[config.mk]
export PLATFORM = sky130hd
export DESIGN_NAME = crono59m_down
export DESIGN_NICKNAME = d
export VERILOG_FILES = /design/src/rtl/crono59m_down.sv
export SDC_FILE = /design/constraint.sdc
export NUM_CORES = 1
export LEC_CHECK = 0
export ABC_AREA = 1
export CAP_MARGIN = 25
export CORE_UTILIZATION = 50
export DETAILED_ROUTE_END_ITERATION = 10
export PLACE_DENSITY = 0.78
export SKIP_CTS_REPAIR_TIMING = 1
export SLEW_MARGIN = 25
export SYNTH_ARGS = -nofsm -noshare
export SYNTH_HDL_FRONTEND = slang
export SYNTH_SLANG_ARGS = --single-unit
[constraint.sdc]
create_clock -name clk -period 1.84 [get_ports clk]
set_input_delay 0.368 -clock clk [delete_from_list [all_inputs] [get_ports clk]]
set_output_delay 0.368 -clock clk [all_outputs]
set_load 0.05 [all_outputs]
[src/rtl/crono59m_down.sv]
// MM:SS BCD count-down timer. Load, start/pause on ctrl, stop and flag done at 00:00.
// Optional `alarm` pulse output is compiled in when the ALARM_EN macro is defined.
`timescale 1ns/1ps

module crono59m_down #(
  parameter int CLK_DIV   = 1,
  parameter int ALARM_LEN = 8
) (
  input  logic       clk,
  input  logic       rst,
  input  logic       ld,
  input  logic [3:0] ld_dm,
  input  logic [3:0] ld_um,
  input  logic [3:0] ld_ds,
  input  logic [3:0] ld_us,
  input  logic       ctrl,
  output logic [3:0] dm,
  output logic [3:0] um,
  output logic [3:0] ds,
  output logic [3:0] us,
  output logic       running,
  output logic       done
`ifdef ALARM_EN
  ,
  output logic       alarm
`endif
);

  typedef enum logic [1:0] {IDLE, RUN, PAUSE, DONE} state_t;

  localparam int PW = 25;
  localparam logic [PW-1:0] PRESC_MAX = PW'(CLK_DIV - 1);

  state_t          state_reg;
  logic [PW-1:0]   presc_reg;

  // Load digits indexed us, ds, um, dm; tens digits saturate at 5, units at 9.
  logic [3:0] ld_raw     [4];
  logic [3:0] ld_clamped [4];

  assign ld_raw[0] = ld_us;
  assign ld_raw[1] = ld_ds;
  assign ld_raw[2] = ld_um;
  assign ld_raw[3] = ld_dm;

  genvar gi;
  generate
    for (gi = 0; gi < 4; gi++) begin : g_clamp
      localparam logic [3:0] LIM = ((gi % 2) == 0) ? 4'd9 : 4'd5;
      assign ld_clamped[gi] = (ld_raw[gi] > LIM) ? LIM : ld_raw[gi];
    end
  endgenerate

  logic [3:0] us_next, ds_next, um_next, dm_next;
  logic       count_zero, count_one, presc_wrap, hit_zero;

  // BCD borrow chain for one-second decrement.
  always_comb begin
    us_next = us - 4'd1;
    ds_next = ds;
    um_next = um;
    dm_next = dm;
    if (us == 4'd0) begin
      us_next = 4'd9;
      if (ds == 4'd0) begin
        ds_next = 4'd5;
        if (um == 4'd0) begin
          um_next = 4'd9;
          dm_next = dm - 4'd1;
        end else begin
          um_next = um - 4'd1;
        end
      end else begin
        ds_next = ds - 4'd1;
      end
    end
  end

  assign count_zero = ({dm, um, ds, us} == 16'h0000);
  assign count_one  = ({dm, um, ds, us} == 16'h0001);
  assign presc_wrap = (presc_reg == PRESC_MAX);
  assign hit_zero   = (state_reg == RUN) && presc_wrap && count_one;

  always_ff @(posedge clk or posedge rst) begin
    if (rst) begin
      state_reg <= IDLE;
      presc_reg <= '0;
      dm        <= 4'd0;
      um        <= 4'd0;
      ds        <= 4'd0;
      us        <= 4'd0;
      running   <= 1'b0;
      done      <= 1'b0;
    end else begin
      case (state_reg)
        RUN: begin
          if (presc_wrap) begin
            presc_reg <= '0;
            dm        <= dm_next;
            um        <= um_next;
            ds        <= ds_next;
            us        <= us_next;
          end else begin
            presc_reg <= presc_reg + 1'b1;
          end
          // Reaching 00:00 outranks a simultaneous pause request.
          if (hit_zero) begin
            state_reg <= DONE;
            running   <= 1'b0;
            done      <= 1'b1;
          end else if (ctrl) begin
            state_reg <= PAUSE;
            running   <= 1'b0;
          end
        end
        default: begin
          if (ld) begin
            state_reg <= IDLE;
            presc_reg <= '0;
            dm        <= ld_clamped[3];
            um        <= ld_clamped[2];
            ds        <= ld_clamped[1];
            us        <= ld_clamped[0];
            running   <= 1'b0;
            done      <= 1'b0;
          end else if (ctrl) begin
            case (state_reg)
              IDLE: begin
                if (!count_zero) begin
                  state_reg <= RUN;
                  presc_reg <= '0;
                  running   <= 1'b1;
                end
              end
              PAUSE: begin
                state_reg <= RUN;
                running   <= 1'b1;
              end
              default: begin
                state_reg <= IDLE;
                done      <= 1'b0;
              end
            endcase
          end
        end
      endcase
    end
  end

`ifdef ALARM_EN
  localparam int AW = (ALARM_LEN > 1) ? $clog2(ALARM_LEN) : 1;

  logic [AW-1:0] alarm_cnt_reg;

  always_ff @(posedge clk or posedge rst) begin
    if (rst) begin
      alarm         <= 1'b0;
      alarm_cnt_reg <= '0;
    end else if (hit_zero) begin
      alarm         <= 1'b1;
      alarm_cnt_reg <= AW'(ALARM_LEN - 1);
    end else if (alarm) begin
      if (ld || ctrl || (alarm_cnt_reg == '0)) begin
        alarm <= 1'b0;
      end else begin
        alarm_cnt_reg <= alarm_cnt_reg - 1'b1;
      end
    end
  end
`endif

endmodule

==> impl_metrics.csv <==
group,metric,value,unit
global_routing,antenna_found_initial,0,
worst_setup_path,cp_max_fo,20,
routing,drtPass1Iterations,4,
synthesis,yosys.area.top_type_share,37.4,%
timing,finalHoldViolations,0,
timing,whs,406,ps
timing,worstMarginPinSlew,418,ps
clock_tree,cts_tree,"done",
synthesis,ys_seq_area_share,37.4,%
timing,relSlewSlack,72.0,%
routing,wl_per_cell,13.7,µm
synthesis,synthAdderAreaFrac,1.66,%
synthesis,muxShareOfSynthArea,0,%
synthesis,synth_top_area_cell,"dfrtp_1",
timing,clock_skew,5.42,ps
synthesis,synth_most_common_cell,"nand2_1",
timing,fin_crit_sh,92.1,%
clock_tree,cts_buffer_depth,2,
synthesis,ys.flop_type,"dfrtp_1",
routing,drc,0,
synthesis,synthXorXnorAreaFrac,4.65,%
synthesis,synth_top_family_by_area,"simple AND/OR/NAND/NOR gates",
clock_tree,clock_sinks,45,
timing,finalSetupViolCount,0,
clock_tree,cts_made_buffers,5,
final_layout,final_util,63.2,%
power_and_ir_drop,p_leak,1.70,nW
timing,fin_crit,1700,ps
synthesis,synthArstFlopShare,100,%
power_and_ir_drop,power.density,1230,nW/µm²
flow_run,drv_cap,0,
synthesis,synthSimpleGateAreaFrac,35.0,%
synthesis,ys_types,32,
synthesis,ys_ff_latch,45,
final_layout,design_area,3570,µm²
global_routing,overflow,0,
timing,max_freq,590,MHz
timing,layout_setup_ws,145,ps
worst_hold_path,min_path_type,"input pin to asynchronous set/reset pin",
routing,antenna_left,0,
synthesis,synth_edf_count,0,
synthesis,syn_nets,454,
synthesis,yosys_warnings,0,
global_routing,grt_start_max_net_pins,26,
synthesis,synth-compound-area-share,11.8,%
clock_tree,clk_latency,310,ps
clock_tree,root_buffer,"clkbuf_8",
worst_setup_path,start_kind,"flip-flop",
floorplan,fp.dieH,79.6,µm
routing,vias,3010,
routing,drtIter0Drc,196,
synthesis,synth.avg_cell_area,7.01,µm²
worst_setup_path,cp-end-kind,"flip-flop",
floorplan,die_x,79.6,µm
floorplan,die-area,6340,µm²
synthesis,synthesis.area,3010,µm²
final_layout,antenna_cells,0,
placement,port_buffers,37,
synthesis,synthCells,430,
power_and_ir_drop,ir_drop,0.000932,V
placement,dp_hpwl,5800,µm
synthesis,ys_top_cells_by_area,"dfrtp_1 (37%), nand2_1 (13%), nand3_1 (7.5%)",
floorplan,coreArea,5640,µm²
outcome,status,"finished, final reports clean",
placement,gp_congestion,0.934,
floorplan,initial_core_util,53.4,%
placement,postPlaceCellArea,3460,µm²
global_routing,grt_pass1_vias,2861,
final_layout,nets,505,
clock_tree,htreeDepth,2,
global_routing,track_usage,25.7,%
floorplan,pin_count,38,
routing,viasPerCell,5.43,
clock_tree,clkTransAtPathRegs,90,ps
worst_setup_path,crit_type,"flip-flop to flip-flop",
worst_setup_path,required,2060,ps
final_layout,largest_register_ffs,25,
placement,dp_slack,57.6,ps
timing,grt_setup_unrepaired,"false",
routing,routed_wl,7580,µm
global_routing,grt_pass1_wl,12800,µm
final_layout,syn2layout_area_growth,18.4,%
synthesis,synthTopCellsByCount,"nand2_1 (108), nor2_1 (56), inv_1 (51)",
timing,fin_setup_tns,0,ps
final_layout,drive_gt1_share,12.7,%
floorplan,rows,27,
worst_setup_path,worstPathArrival,1920,ps
timing,maxSlewViolCount,0,
## kinds of logic after synthesis
| family | after synthesis |
|---|---|
| AOI/OAI and AO/OA | 62 |
| xor gates and xnor gates | 16 |
| DFF | 45 |
| and+or+nand+nor | 240 |
| buffers and inverters | 63 |
| adders and majority gates | 4 |
## cells in the final DEF, fill, tap and decap left out, types with 12 or more instances in the layout
master / count
inv_1: 49
nand2_1: 107
dfrtp_1: 45
xor2_1: 14
o22ai_1: 12
clkdlybuf4s50_1: 19
buf_4: 31
nor2_1: 56
o21ai_1: 17
nand3_1: 45
nor3_1: 14
o21ai_0: 15
## power by group
part           internal [mW]  switching, mW  leakage, nW
Combinational          0.739           1.60         1.06
Clock                  0.264          0.354       0.0450
Sequential              1.17          0.242        0.602
## final timing paths
path                                          start                         to  slack, ps  cells past startpoint
max in group asynchronous                       rst   state_reg[1]$_DFFE_PP0P_       1150                      3
worst min-delay path                            rst   presc_reg[2]$_DFFE_PP0P_        410                      3
worst max register to register    dm[0]$_DFFE_PP0P_  presc_reg[10]$_DFFE_PP0P_        140                      9
worst max-delay path              dm[0]$_DFFE_PP0P_  presc_reg[10]$_DFFE_PP0P_        140                      9
min in group clk                running$_DFFE_PP0P_        running$_DFFE_PP0P_        490                      2
worst min register to register  running$_DFFE_PP0P_        running$_DFFE_PP0P_        490                      2
## metal layers
metal / global-route usage [%] / wire [µm] / up-vias / part of all wire, %
met5: 0 / 0 / - / 0
met4: 7.45 / 124 / 0 / 1.6
met3: 4.34 / 316 / 14 / 4.2
met2: 43.6 / 3610 / 81 / 48
met1: 33.3 / 3520 / 1417 / 47
li1: - / - / 1498 / -
## layout make-up
| type | instances | area (µm²) |
|---|---|---|
| Fill cell | 514 | 2070 |
| Clock buffer | 6 | 72.6 |
| Clock inverter | 2 | 10.0 |
| Sequential cell | 45 | 1130 |
| Timing Repair Buffer | 51 | 443 |
| Multi-Input combinational cell | 323 | 1610 |
| Tap cell | 72 | 90.1 |
| Inverter | 55 | 211 |
## worst max-delay path, stage by stage, from the launching register on
cell and delay [ps]:
dfrtp_1 430, inv_1 130, ha_1 160, nand2_1 80, nor2_2 190, nand2_1 90, nand2_2 120, nand2_2 80
buf_12 150, o22ai_1 170
## stage by stage
step                      total power, mW  instances
after CTS                            4.35        552
after global routing                 4.67        554
after floorplan                      3.14        430
after global placement               3.69        544
final                                4.37        554
after detailed placement             3.74        544
Note: power is estimated with default switching activity, not from simulation.
